==> src/rtl/stream_demux_pkg.sv <==
// Shared types and helpers for the packet-level 1-to-N stream demultiplexer.
package stream_demux_pkg;

    // Upper bound on the channel count; one-hot vectors are built at this
    // width and sliced down to N_OUT by the user.
    localparam int MAX_OUT = 64;

    // Packet-level routing state.
    typedef enum logic [1:0] {
        IDLE  = 2'd0,
        ROUTE = 2'd1,
        DROP  = 2'd2
    } state_e;

    // One-hot decode of a channel index; indices at or beyond n decode to zero.
    function automatic logic [MAX_OUT-1:0] onehot(input int sel, input int n);
        logic [MAX_OUT-1:0] vec;
        vec = '0;
        for (int i = 0; i < MAX_OUT; i++) begin
            vec[i] = (i == sel) && (i < n);
        end
        return vec;
    endfunction

endpackage

==> src/rtl/demux_out_reg.sv <==
// One-entry output register: holds data, last and destination, and presents
// a one-hot valid toward the destination channel until that channel takes it.
module demux_out_reg
    import stream_demux_pkg::*;
#(
    parameter int DATA_W = 8,
    parameter int N_OUT  = 8,
    parameter int SEL_W  = $clog2(N_OUT)
) (
    input  logic              clk,
    input  logic              rst_n,
    input  logic              load,
    input  logic [DATA_W-1:0] in_data,
    input  logic              in_last,
    input  logic [SEL_W-1:0]  in_dest,
    output logic              can_load,
    input  logic [N_OUT-1:0]  m_ready,
    output logic [N_OUT-1:0]  m_valid,
    output logic [DATA_W-1:0] m_data,
    output logic              m_last
);

    logic              full_q, full_d;
    logic [DATA_W-1:0] data_q, data_d;
    logic              last_q, last_d;
    logic [SEL_W-1:0]  dest_q, dest_d;
    logic              dest_ready;
    logic [MAX_OUT-1:0] dest_onehot;

    // Only the destination channel's ready matters; the others are ignored.
    assign dest_ready  = m_ready[dest_q];
    assign can_load    = !full_q || dest_ready;
    assign dest_onehot = onehot(int'(dest_q), N_OUT);
    assign m_valid     = full_q ? dest_onehot[N_OUT-1:0] : '0;
    assign m_data      = data_q;
    assign m_last      = last_q;

    // Next-state: a load wins over a drain so a beat can pass every cycle.
    always_comb begin
        // NOTE: every always_comb output gets a default first; a path that
        // leaves one unassigned would infer a latch.
        full_d = full_q;
        data_d = data_q;
        last_d = last_q;
        dest_d = dest_q;
        if (load) begin
            full_d = 1'b1;
            data_d = in_data;
            last_d = in_last;
            dest_d = in_dest;
        end else if (full_q && dest_ready) begin
            full_d = 1'b0;
        end
    end

    // Register update; payload is not cleared on drain so m_data holds.
    always_ff @(posedge clk or negedge rst_n) begin
        if (!rst_n) begin
            // NOTE: the payload flops are reset as well because m_data must
            // read zero out of reset; a deeper buffer would leave storage unreset.
            full_q <= 1'b0;
            data_q <= '0;
            last_q <= 1'b0;
            dest_q <= '0;
        end else begin
            // NOTE: sequential state uses non-blocking assignments so every
            // flop samples pre-edge values regardless of statement order.
            full_q <= full_d;
            data_q <= data_d;
            last_q <= last_d;
            dest_q <= dest_d;
        end
    end

endmodule

==> src/rtl/stream_demux_1ton.sv <==
// Registered 1-to-N packet demultiplexer for valid/ready streams. The select
// is sampled on a packet's first beat and held to its last; packets aimed at
// a non-existent channel are swallowed and counted.
module stream_demux_1ton
    import stream_demux_pkg::*;
#(
    parameter int DATA_W = 8,
    parameter int N_OUT  = 8,
    parameter int SEL_W  = $clog2(N_OUT),
    parameter int CNT_W  = 16
) (
    input  logic              clk,
    input  logic              rst_n,
    input  logic              s_valid,
    output logic              s_ready,
    input  logic [DATA_W-1:0] s_data,
    input  logic              s_last,
    input  logic [SEL_W-1:0]  s_sel,
    output logic [N_OUT-1:0]  m_valid,
    input  logic [N_OUT-1:0]  m_ready,
    output logic [DATA_W-1:0] m_data,
    output logic              m_last,
    output logic              busy,
    output logic [CNT_W-1:0]  drop_cnt
);

    state_e             state_q, state_d;
    logic [SEL_W-1:0]   cur_sel_q, cur_sel_d;
    logic [CNT_W-1:0]   drop_cnt_q, drop_cnt_d;
    logic               accept;
    logic               load;
    logic               drop_inc;
    logic               can_load;
    logic               sel_in_range;
    logic [SEL_W-1:0]   load_dest;

    // One extra bit so N_OUT == 2^SEL_W compares correctly.
    assign sel_in_range = {1'b0, s_sel} < (SEL_W + 1)'(N_OUT);
    assign s_ready      = (state_q == DROP) ? 1'b1 : can_load;
    assign accept       = s_valid && s_ready;
    assign load_dest    = (state_q == IDLE) ? s_sel : cur_sel_q;
    assign busy         = (state_q != IDLE);
    assign drop_cnt     = drop_cnt_q;

    // Packet FSM: decides per accepted beat whether to load or discard it.
    always_comb begin
        state_d   = state_q;
        cur_sel_d = cur_sel_q;
        load      = 1'b0;
        drop_inc  = 1'b0;
        case (state_q)
            IDLE: begin
                if (accept) begin
                    if (sel_in_range) begin
                        load      = 1'b1;
                        cur_sel_d = s_sel;
                        if (!s_last) state_d = ROUTE;
                    end else if (s_last) begin
                        drop_inc = 1'b1;
                    end else begin
                        state_d = DROP;
                    end
                end
            end
            ROUTE: begin
                if (accept) begin
                    load = 1'b1;
                    if (s_last) state_d = IDLE;
                end
            end
            DROP: begin
                if (accept && s_last) begin
                    drop_inc = 1'b1;
                    state_d  = IDLE;
                end
            end
            default: state_d = IDLE;
        endcase
    end

    // Dropped-packet counter saturates rather than wrapping.
    always_comb begin
        drop_cnt_d = drop_cnt_q;
        if (drop_inc && (drop_cnt_q != '1)) drop_cnt_d = drop_cnt_q + 1'b1;
    end

    // State, held select and drop counter.
    always_ff @(posedge clk or negedge rst_n) begin
        if (!rst_n) begin
            state_q    <= IDLE;
            cur_sel_q  <= '0;
            drop_cnt_q <= '0;
        end else begin
            state_q    <= state_d;
            cur_sel_q  <= cur_sel_d;
            drop_cnt_q <= drop_cnt_d;
        end
    end

    demux_out_reg #(
        .DATA_W (DATA_W),
        .N_OUT  (N_OUT),
        .SEL_W  (SEL_W)
    ) u_out_reg (
        .clk      (clk),
        .rst_n    (rst_n),
        .load     (load),
        .in_data  (s_data),
        .in_last  (s_last),
        .in_dest  (load_dest),
        .can_load (can_load),
        .m_ready  (m_ready),
        .m_valid  (m_valid),
        .m_data   (m_data),
        .m_last   (m_last)
    );

endmodule
==> config.mk <==
export PLATFORM = sky130hd
export DESIGN_NAME = stream_demux_1ton
export DESIGN_NICKNAME = d
export VERILOG_FILES = /design/src/rtl/stream_demux_pkg.sv /design/src/rtl/demux_out_reg.sv /design/src/rtl/stream_demux_1ton.sv
export SDC_FILE = /design/constraint.sdc
export NUM_CORES = 1
export LEC_CHECK = 0
export ABC_AREA = 1
export ABC_CLOCK_PERIOD_IN_PS = 1600
export CAP_MARGIN = 15
export CORE_AREA = 2 2 56 58
export DETAILED_ROUTE_END_ITERATION = 10
export DIE_AREA = 0 0 58 60
export PLACE_DENSITY_LB_ADDON = 0.15
export SETUP_SLACK_MARGIN = 0.1
export SLEW_MARGIN = 20
export SYNTH_ARGS = -nofsm -noshare
export SYNTH_HDL_FRONTEND = slang
export SYNTH_SLANG_ARGS = --single-unit
export TNS_END_PERCENT = 100
==> constraint.sdc <==
create_clock -name clk -period 1.6 [get_ports clk]
set_clock_uncertainty 0.1 [all_clocks]
set_input_delay 0.32 -clock clk [delete_from_list [all_inputs] [get_ports clk]]
set_output_delay 0.32 -clock clk [all_outputs]
set_load 0.02 [all_outputs]
* Word-level counts from Yosys, hierarchy flattened
Index checks and enable logic that the tools add are counted.
** Storage, ports and cells
- Flip-flop bits (word level) :: 34
- Latch bits :: 0
- RAM bits :: 0
- Memory bits (read-only) :: 0
- Input port bits :: 23
- Logic and storage cells :: 54
- Memories kept :: 0
** Operators by class
- Add/sub/neg operators :: 1
- Multipliers :: 0
- Divide/modulo/power cells :: 0
- Magnitude comparators :: 1
- Equality and inequality tests :: 15
- Shifts and indexed selects :: 0
- Mux-type cells :: 17
- Bitwise gates (word level) :: 0
- Reduce and logical (&&, ||, !) cells :: 13
** Operators by type and width (count)
- $add A16 B1 Y16 const B :: 1
- $ne A16 B16 Y1 const B :: 1
- $eq A3 B3 Y1 const A :: 4
- $mux W2 :: 5
- $mux W1 :: 8
- $mux W8 :: 1
- $ne A2 B2 Y1 const B :: 4
- $eq A2 B3 Y1 const A :: 2
- $pmux W2 S3 :: 1
- $reduce_and A5 Y1 :: 1
- $logic_and A1 B1 Y1 :: 4
- $lt A3 B4 Y1 const B :: 1
- $reduce_bool A2 Y1 :: 2
- $bmux W1 S3 :: 1
- $eq A1 B3 Y1 const A :: 1
- $logic_not A3 Y1 :: 1
- $mux W3 :: 1
- $eq A2 B1 Y1 const B :: 1
- $eq A2 B2 Y1 const B :: 1
- $logic_not A2 Y1 :: 1
- $ne A2 B1 Y1 const B :: 1
- $reduce_and A2 Y1 :: 1
- $reduce_or A2 Y1 :: 1
- $logic_not A1 Y1 :: 1
- $logic_or A1 B1 Y1 :: 1

* Logic depth before layout (Yosys ltp)
Gate-level depths: netlist of the first run.
- Depth in word-level cells :: 9
- Depth in mapped cells :: 11
- Mapped depth without buffers :: 9

* By module
A second synthesis of the first run with hierarchy kept.
** Unflattened totals
- Cells, all modules :: 137
- Area total of the unflattened synthesis :: 970.9 um^2
** By module, submodules not included
- demux_out_reg :: instances 1, cells each 92, area each 641.9 um^2, seq. area each 325.3 um^2
- stream_demux_1ton :: instances 1, cells each 45, area each 329.1 um^2, seq. area each 100.1 um^2

* Least setup slack after synthesis of the first run
No wires, ideal clock.
- Path kind :: register to register
- Start point :: reg u_out_reg.dest_q[0]
- End point :: reg state_q[0]
- Library setup time :: 0.113 ns
- Arrival time :: 1.241 ns
- Path slack :: 0.146 ns
- Stages on the path, launching flop included :: 10
- Path buffers :: 1
- Cell sequence :: dfrtp_1 -> buf_6 -> inv_2 -> nand3_1 -> nand3_1 -> nor2_1 -> nor2_4 -> nand3_1 -> nand2_1 -> inv_1
** On the way
- Word-level cells in the longest chain between the ends :: 8
- Elaborated cells between the ends (all ways) :: 10
- Classes of those cells :: eq/ne: 3; mux: 3; reduce/logical: 4
** Ends and longest elaborated chain
- start, declared :: line demux_out_reg.sv:26 : logic [SEL_W-1:0] dest_q, dest_d;
- start signal, assigned :: line demux_out_reg.sv:71 : dest_q <= dest_d;
- $bmux W1 S3 * :: line demux_out_reg.sv:31 : assign dest_ready = m_ready[dest_q];
- $mux W1 (implied by the code) * :: line demux_out_reg.sv:31
- $logic_or A1 B1 Y1 * :: line demux_out_reg.sv:32 : assign can_load = !full_q || dest_ready;
- $mux W1 * :: line stream_demux_1ton.sv:39 : assign s_ready = (state_q == DROP) ? 1'b1 : can_load;
- via s_ready :: line stream_demux_1ton.sv:15 : output logic s_ready,
- $logic_and A1 B1 Y1 * :: line stream_demux_1ton.sv:40 : assign accept = s_valid && s_ready;
- $logic_and A1 B1 Y1 :: line stream_demux_1ton.sv:72 : if (accept && s_last) begin
- $ne A2 B1 Y1 (no source line)
- $reduce_and A5 Y1 (no source line) *
- end signal, assigned :: line stream_demux_1ton.sv:94 : state_q <= state_d;
- end, declared :: line stream_demux_1ton.sv:27 : state_e state_q, state_d;
The timed path passes the listed nets; every way through them passes the cells marked *. The select of a mux whose other input is x is not followed.
A chain may end at the register's enable or synchronous reset.

* Worst setup path in the final report of the first run
- Start point :: reg u_out_reg.dest_q[0]
- End point :: out s_ready
** On the way
- Word-level cells in the longest chain between the ends :: 4
** Ends and longest elaborated chain (line)
- $bmux W1 S3 :: demux_out_reg.sv:31
- $mux W1 (implied by the code) :: demux_out_reg.sv:31
- $logic_or A1 B1 Y1 :: demux_out_reg.sv:32
- $mux W1 :: stream_demux_1ton.sv:39
- end, declared :: stream_demux_1ton.sv:15
Every way passes these cells. The select of a mux whose other input is x is not followed.

==> impl_metrics.sql, run 1 <==
INSERT INTO impl_metrics (metric_group, metric, value, unit) VALUES
('floorplan', 'ioPinCount', '58', ''),
('synth', 'netlist.top_cell.by_area', 'sky130_fd_sc_hd__dfrtp_1', ''),
('detailed_routing', 'wl_per_cell', '11.39', 'um'),
('setup_path', 'regToRegEndpoint', 'u_out_reg.m_data[4]', ''),
('placement', 'buffer_ports.inserted', '41', ''),
('min_path', 'hold_class', 'input port to asynchronous set/reset pin', ''),
('setup_path', 'critical_path_arrival', '1.43', 'ns'),
('sta', 'period_needed', '1.851', 'ns'),
('pwr', 'p_per_area', '1804', 'nW/um^2'),
('setup_path', 'critical_path.max_stage_delay', '0.45', 'ns'),
('synth', 'post_synth.cell_area_avg', '7.387', 'um^2'),
('detailed_routing', 'detail-route-antenna-nets', '0', ''),
('setup_path', 'cp-startpoint', 'u_out_reg.dest_q[0]', ''),
('synth', 'yosys.cell_count.top_type', 'sky130_fd_sc_hd__nand2_1', ''),
('cells_and_area', 'stdcell_count', '250', ''),
('synth', 'netlist_top_cells_area', 'sky130_fd_sc_hd__dfrtp_1, sky130_fd_sc_hd__nand2_1, sky130_fd_sc_hd__buf_4', ''),
('floorplan', 'floorplan.rows', '20', ''),
('synth', 'synth-seq-area-share', '39.44', '%'),
('cts', 'htree_num_levels', '1', ''),
('cells_and_area', 'layout.cell_area.non_filler', '1815', 'um^2'),
('pwr', 'peakVddDrop', '1407', 'uV'),
('cells_and_area', 'fillCellCount', '266', ''),
('sta', 'timing.final.hold_violations', '0', ''),
('floorplan', 'fp.coreArea', '2903', 'um^2'),
('global_route', 'grt_pass1_wl', '4.422', 'mm'),
('detailed_routing', 'route.final.wire_length', '2.847', 'mm'),
('setup_path', 'number_of_cells_on_the_worst_reg_to_reg_path', '12', ''),
('sta', 'fmax', '540.3', 'MHz'),
('synth', 'yosys_warnings', '0', ''),
('sta', 'grt_setup_unrepaired', 'yes', ''),
('run', 'cap_viol_max_count', '0', ''),
('setup_path', 'cp.depth', '7', ''),
('sta', 'layout_setup_ws', '-0.2508', 'ns'),
('cts', 'root_buffer', 'sky130_fd_sc_hd__clkbuf_4', ''),
('setup_path', 'worst_path_max_delay_cell', 'sky130_fd_sc_hd__dfrtp_2', ''),
('synth', 'synth-main-ff-cell', 'sky130_fd_sc_hd__dfrtp_1', ''),
('setup_path', 'worst_ep_required_time', '1.18', 'ns'),
('setup_path', 'critical_path.endpoint_type', 'output port', ''),
('sta', 'fin_setup_tns', '-2.108', 'ns'),
('detailed_routing', 'drc', '0', ''),
('outcome', 'status', 'complete, but fails checks', ''),
('sta', 'final_clock_period_utilization_by_the_worst_path', '115.7', '%'),
('setup_path', 'cp_top_family', 'flip-flops', ''),
('cells_and_area', 'area_delta_synth_final', '68.33', '%'),
('floorplan', 'die_height', '60', 'um'),
('global_route', 'grtUsageTotal', '16.15', '%'),
('detailed_routing', 'route.vias.total', '1123', ''),
('cts', 'tritoncts.num_buffers', '3', ''),
('global_route', 'antenna_violations_before_repair', '0', ''),
('detailed_routing', 'first_pass_iters', '4', ''),
('setup_path', 'worst_setup_path_start_kind', 'flip-flop', ''),
('synth', 'synth_cell_type_count', '17', ''),
('cells_and_area', 'nets_final', '241', ''),
('placement', 'detailedPlacementHpwl', '1.997', 'mm'),
('placement', 'routability_driven_placement_congestion_ratio', '0.8241', ''),
('global_route', 'first_global_vias', '1087', ''),
('setup_path', 'cp_max_fo', '4', ''),
('global_route', 'maximum_number_of_pins_on_one_net_before_global_route_repair', '18', ''),
('sta', 'setup_viol_count_final', '25', ''),
('synth', 'post_synth_instance_area', '1079', 'um^2'),
('setup_path', 'regToRegSetupSlack', '-0.09', 'ns'),
('outcome', 'failed_checks', 'negative setup slack', ''),
('setup_path', 'setup.worst_path.end', 's_ready', ''),
('setup_path', 'r2r_start', 'u_out_reg.dest_q[0]', ''),
('floorplan', 'die_width', '58', 'um'),
('synth', 'synth.top_cells.by_count', 'sky130_fd_sc_hd__nand2_1, sky130_fd_sc_hd__buf_4, sky130_fd_sc_hd__dfrtp_1', ''),
('floorplan', 'initial_utilization', '37.16', '%'),
('cts', 'tritoncts', 'built', ''),
('detailed_routing', 'avgViaCountPerCell', '4.492', ''),
('synth', 'synth-edff-count', '0', ''),
('synth', 'asyncSetResetFlopFracSynth', '100.0', '%');
==> timing repair <==
item,in CTS,in global routing
setup endpoints to repair,35,27
pin swaps,9,10
setup buffers,8,4
gates resized for setup,79,31
cloned,1,0
endpoints found under the hold margin,0,0
==> power breakdown <==
part           total [W]  switching, W  internal, W
registers       0.000792      0.000158     0.000634
logic            0.00226       0.00120      0.00107
clock network   0.000221      0.000128    0.0000928
==> metrics by stage <==
stage                     util, %  setup WS [ns]  power (W)
after floorplan                 -         0.1461   0.001864
after global placement      54.01        -0.6014   0.002615
after detailed placement    54.01        -0.5959   0.002646
after CTS                   58.49        -0.2332   0.003068
after global routing        62.54        -0.3019   0.003516
final                       62.54        -0.2508   0.003275
==> worst reg2reg max path: cells and delay by family, from the launching register on <==
family / cells / cell delay (ns)
flip-flops: 1 / 0.45
buffers and inverters: 4 / 0.41
AND/OR/NAND/NOR: 8 / 0.65
==> routing by layer <==
metal / routed length (um) / GRT usage [%] / up-vias / share of wire (%)
met1: 1171 / 19.27 / 517 / 41
met5: 0 / 0 / - / 0
li1: - / - / 557 / -
met4: 21 / 4.983 / 0 / 0.74
met2: 1469 / 30.03 / 45 / 52
met3: 185 / 2.165 / 4 / 6.5
==> kinds of logic (layout without fill, tap and decap cells) <==
| kind of cell | after synthesis | count (layout) | share of synthesized area (%) |
|---|---|---|---|
| flip-flops | 17 | 17 | 39.44 |
| AND/OR/NAND/NOR | 94 | 94 | 39.79 |
| AO/OA/AOI/OAI | 2 | 2 | 1.276 |
| buffers and inverters | 32 | 88 | 19.14 |
| other | 1 | 16 | 0.3477 |
==> placed cells by master (no fill, tap or decap) <==
master,n
sky130_fd_sc_hd__clkinv_2,1
sky130_fd_sc_hd__buf_6,17
sky130_fd_sc_hd__nor2_4,7
sky130_fd_sc_hd__o21ai_1,1
sky130_fd_sc_hd__dfrtp_2,2
sky130_fd_sc_hd__clkbuf_4,3
sky130_fd_sc_hd__clkdlybuf4s50_1,22
sky130_fd_sc_hd__clkbuf_2,1
sky130_fd_sc_hd__o21ai_2,1
sky130_fd_sc_hd__nand3_2,6
sky130_fd_sc_hd__nand3_1,4
sky130_fd_sc_hd__inv_1,9
sky130_fd_sc_hd__inv_2,3
sky130_fd_sc_hd__dlygate4sd2_1,9
sky130_fd_sc_hd__conb_1,16
sky130_fd_sc_hd__buf_4,23
sky130_fd_sc_hd__nand4_1,4
sky130_fd_sc_hd__dfrtp_1,15
sky130_fd_sc_hd__nor2_1,5
sky130_fd_sc_hd__nand2_1,47
sky130_fd_sc_hd__nand2_2,15
sky130_fd_sc_hd__nand3_4,1
sky130_fd_sc_hd__nor2_2,3
sky130_fd_sc_hd__nand2_4,2
==> how the worst min path moves through the flow <==
stage	start	end	slack (ns)	cells after the start
finish	rst_n	cur_sel_q[0]	0.25	2
global route	rst_n	u_out_reg.full_q	0.26	2
CTS	rst_n	u_out_reg.full_q	0.24	2
detailed placement	cur_sel_q[0]	cur_sel_q[0]	0.36	2
global placement	cur_sel_q[2]	cur_sel_q[2]	0.36	2
floorplan	rst_n	cur_sel_q[0]	-0.08	0
==> state kept, by name, summed over array words and instances, names as in the netlist <==
signal,count
state_q,1
u_out_reg.full_q,1
u_out_reg.dest_q,3
cur_sel_q,3
u_out_reg.m_last,1
u_out_reg.m_data,8
==> area by class of cell <==
cell class	instances	area (um^2)	area share, %
inverter	12	45.04	2.481
tap	33	41.29	2.274
sequential	17	427.9	23.57
clock buffer	3	22.52	1.241
clock inverter	1	5.005	0.2757
multi-input combinational	112	605.6	33.36
timing repair buffer	72	668.1	36.80
(Power assumes the default switching activity.)
==> run 2: changes to the inputs <==
Settings changed: SKIP_LAST_GASP from default to 1.
==> run 2 against run 1 <==
Net effect: the run still ends with negative setup slack left; core utilization fell by 0.22 points; critical endpoint unchanged; die area is the same; register-to-register slack barely moved; critical path depth is the same.
==> impl_metrics.sql, run 2 (same netlist as run 1, synthesis figures left out) <==
INSERT INTO impl_metrics (metric_group, metric, value, unit) VALUES
('detailed_routing', 'route.vias.total', '1132', ''),
('pwr', 'p_per_area', '1804', 'nW/um^2'),
('min_path', 'hold_class', 'input port to asynchronous set/reset pin', ''),
('cells_and_area', 'nets_final', '241', ''),
('detailed_routing', 'drt_first_iter_violations', '27', ''),
('sta', 'grt_setup_unrepaired', 'yes', ''),
('outcome', 'status', 'complete, but fails checks', ''),
('sta', 'timing.final.hold_violations', '0', ''),
('placement', 'dp_slack', '-0.5959', 'ns'),
('setup_path', 'cp_top_family', 'flip-flops', ''),
('detailed_routing', 'drc', '0', ''),
('detailed_routing', 'route.final.wire_length', '2.810', 'mm'),
('sta', 'final_clock_period_utilization_by_the_worst_path', '115.2', '%'),
('cells_and_area', 'leading_cell_type_in_the_layout_fill_and_taps_excluded', 'sky130_fd_sc_hd__nand2_1', ''),
('cts', 'worst_setup_hold_path_clk_slew', '0.09', 'ns'),
('global_route', 'grtUsageTotal', '16.25', '%'),
('detailed_routing', 'first_pass_iters', '4', ''),
('cts', 'tritoncts', 'built', ''),
('sta', 'maxSlewViolCount', '0', ''),
('floorplan', 'dieArea', '3480', 'um^2'),
('sta', 'fmax', '542.5', 'MHz'),
('setup_path', 'critical_path.endpoint_type', 'output port', ''),
('setup_path', 'setup.worst_path.class', 'flip-flop to output port', ''),
('detailed_routing', 'avgViaCountPerCell', '4.528', ''),
('setup_path', 'worst_ep_required_time', '1.18', 'ns'),
('cells_and_area', 'most-common-layout-cells', 'sky130_fd_sc_hd__nand2_1, sky130_fd_sc_hd__buf_4, sky130_fd_sc_hd__clkdlybuf4s50_1', ''),
('pwr', 'peakVddDrop', '1401', 'uV'),
('placement', 'detailedPlacementHpwl', '1.997', 'mm'),
('floorplan', 'initial_utilization', '37.16', '%'),
('cts', 'worst_skew_pair.late_latency', '0.28', 'ns'),
('sta', 'fin_setup_tns', '-2.048', 'ns'),
('cells_and_area', 'area_delta_synth_final', '67.75', '%'),
('floorplan', 'fp.coreArea', '2903', 'um^2'),
('global_route', 'maximum_number_of_pins_on_one_net_before_global_route_repair', '18', ''),
('sta', 'setup_viol_count_final', '24', ''),
('outcome', 'failed_checks', 'negative setup slack', ''),
('cells_and_area', 'largest_reg_flops', '8', ''),
('sta', 'layout_setup_ws', '-0.2432', 'ns'),
('cells_and_area', 'antenna_cells_inserted', '0', ''),
('global_route', 'antenna_violations_before_repair', '0', ''),
('run', 'cap_viol_max_count', '0', ''),
('setup_path', 'cp_max_fo', '4', ''),
('setup_path', 'worst_path_max_delay_cell', 'sky130_fd_sc_hd__dfrtp_2', ''),
('global_route', 'grt-ovfl-total', '0', ''),
('sta', 'final.hold.worst_slack', '0.2471', 'ns'),
('cts', 'max-clock-path-buffers', '2', ''),
('cells_and_area', 'area.sequential', '427.9', 'um^2'),
('setup_path', 'critPathBufInv', '2', ''),
('cells_and_area', 'fillCellCount', '264', ''),
('cells_and_area', 'multiInputGateArea', '603.1', 'um^2'),
('floorplan', 'ioPinCount', '58', ''),
('setup_path', 'path_cells', 'buf_6, nor2_4, nand2_2, nand2_2, nor2_2, nor2_4, buf_6', ''),
('cts', 'clock-sinks', '17', ''),
('pwr', 'power.static_leakage', '0.9840', 'nW'),
('cts', 'hold_buffers', '0', ''),
('floorplan', 'die_height', '60', 'um'),
('detailed_routing', 'detail-route-antenna-nets', '0', ''),
('cts', 'tritoncts.num_buffers', '3', ''),
('cts', 'htree_num_levels', '1', ''),
('cells_and_area', 'layout-drive-gt1-share', '39.17', '%'),
('detailed_routing', 'wl_per_cell', '11.24', 'um'),
('floorplan', 'floorplan.rows', '20', ''),
('global_route', 'grt_pass1_wl', '4.450', 'mm'),
('global_route', 'first_global_vias', '1093', ''),
('placement', 'buffer_ports.inserted', '41', ''),
('cts', 'root_buffer', 'sky130_fd_sc_hd__clkbuf_4', ''),
('sta', 'period_needed', '1.843', 'ns'),
('setup_path', 'critical_path_arrival', '1.42', 'ns'),
('setup_path', 'critical_path.max_stage_delay', '0.45', 'ns'),
('floorplan', 'die_width', '58', 'um'),
('placement', 'routability_driven_placement_congestion_ratio', '0.8241', ''),
('setup_path', 'worst_setup_path_start_kind', 'flip-flop', '');
-- run 2: cell count changes in the layout (fill, tap and decap cells not counted) --
cell | before | now
sky130_fd_sc_hd__nand2_2 | 15 | 14
sky130_fd_sc_hd__nor2_1 | 5 | 3
sky130_fd_sc_hd__nor2_2 | 3 | 5
sky130_fd_sc_hd__buf_4 | 23 | 24
sky130_fd_sc_hd__nand3_1 | 4 | 5
sky130_fd_sc_hd__nand2_1 | 47 | 48
sky130_fd_sc_hd__nand3_2 | 6 | 5
sky130_fd_sc_hd__buf_6 | 17 | 16
-- run 2: metal layers --
metal / global-route usage (%) / part of all wire [%]
met1: 19.54 / 40
met2: 30.03 / 51
met3: 2.165 / 7.9
met4: 4.983 / 0.75
met5: 0 / 0
-- run 2: where the power goes --
group	internal [W]	switching, W	leakage [nW]
sequential	0.000634	0.000156	0.206
combinational	0.00106	0.00119	0.760
clock	0.0000928	0.000128	0.0177
total	0.00179	0.00148	0.984
-- run 2: what timing repair did --
| item | CTS | global route |
|---|---|---|
| pin swaps | 9 | 10 |
| buffers inserted | 8 | 4 |
| gates resized for setup | 75 | 34 |
| endpoints found under the setup margin | 35 | 27 |
| gates cloned | 1 | 0 |
-- run 2: stage by stage --
| stage | cells | area [um^2] | power (W) | util (%) |
|---|---|---|---|---|
| floorplan | 161 | 1135 | 0.001864 | - |
| global placement | 234 | 1568 | 0.002615 | 54.01 |
| detailed placement | 234 | 1568 | 0.002646 | 54.01 |
| CTS | 247 | 1689 | 0.003044 | 58.19 |
| global route | 250 | 1809 | 0.003507 | 62.33 |
| finish | 250 | 1809 | 0.003264 | 62.33 |
-- run 2: final timing paths --
kind / startpoint / endpoint / slack [ns] / cells after the start
max in group asynchronous: rst_n / u_out_reg.dest_q[1] / 0.95 / 2
max reg2reg: u_out_reg.dest_q[0] / state_q[0] / -0.09 / 12
min reg2reg: u_out_reg.m_data[6] / u_out_reg.m_data[6] / 0.37 / 2
min in group clk: u_out_reg.m_data[6] / u_out_reg.m_data[6] / 0.37 / 2
min: rst_n / cur_sel_q[0] / 0.25 / 2
max: u_out_reg.dest_q[0] / s_ready / -0.24 / 7
-- run 2: layout make-up --
type / count / share of cell area [%]
clock buffer: 3 / 1.245
clock inverter: 1 / 0.2766
inverter: 12 / 2.490
multi-input combinational: 112 / 33.33
sequential: 17 / 23.65
tap: 33 / 2.282
timing repair buffer: 72 / 36.72
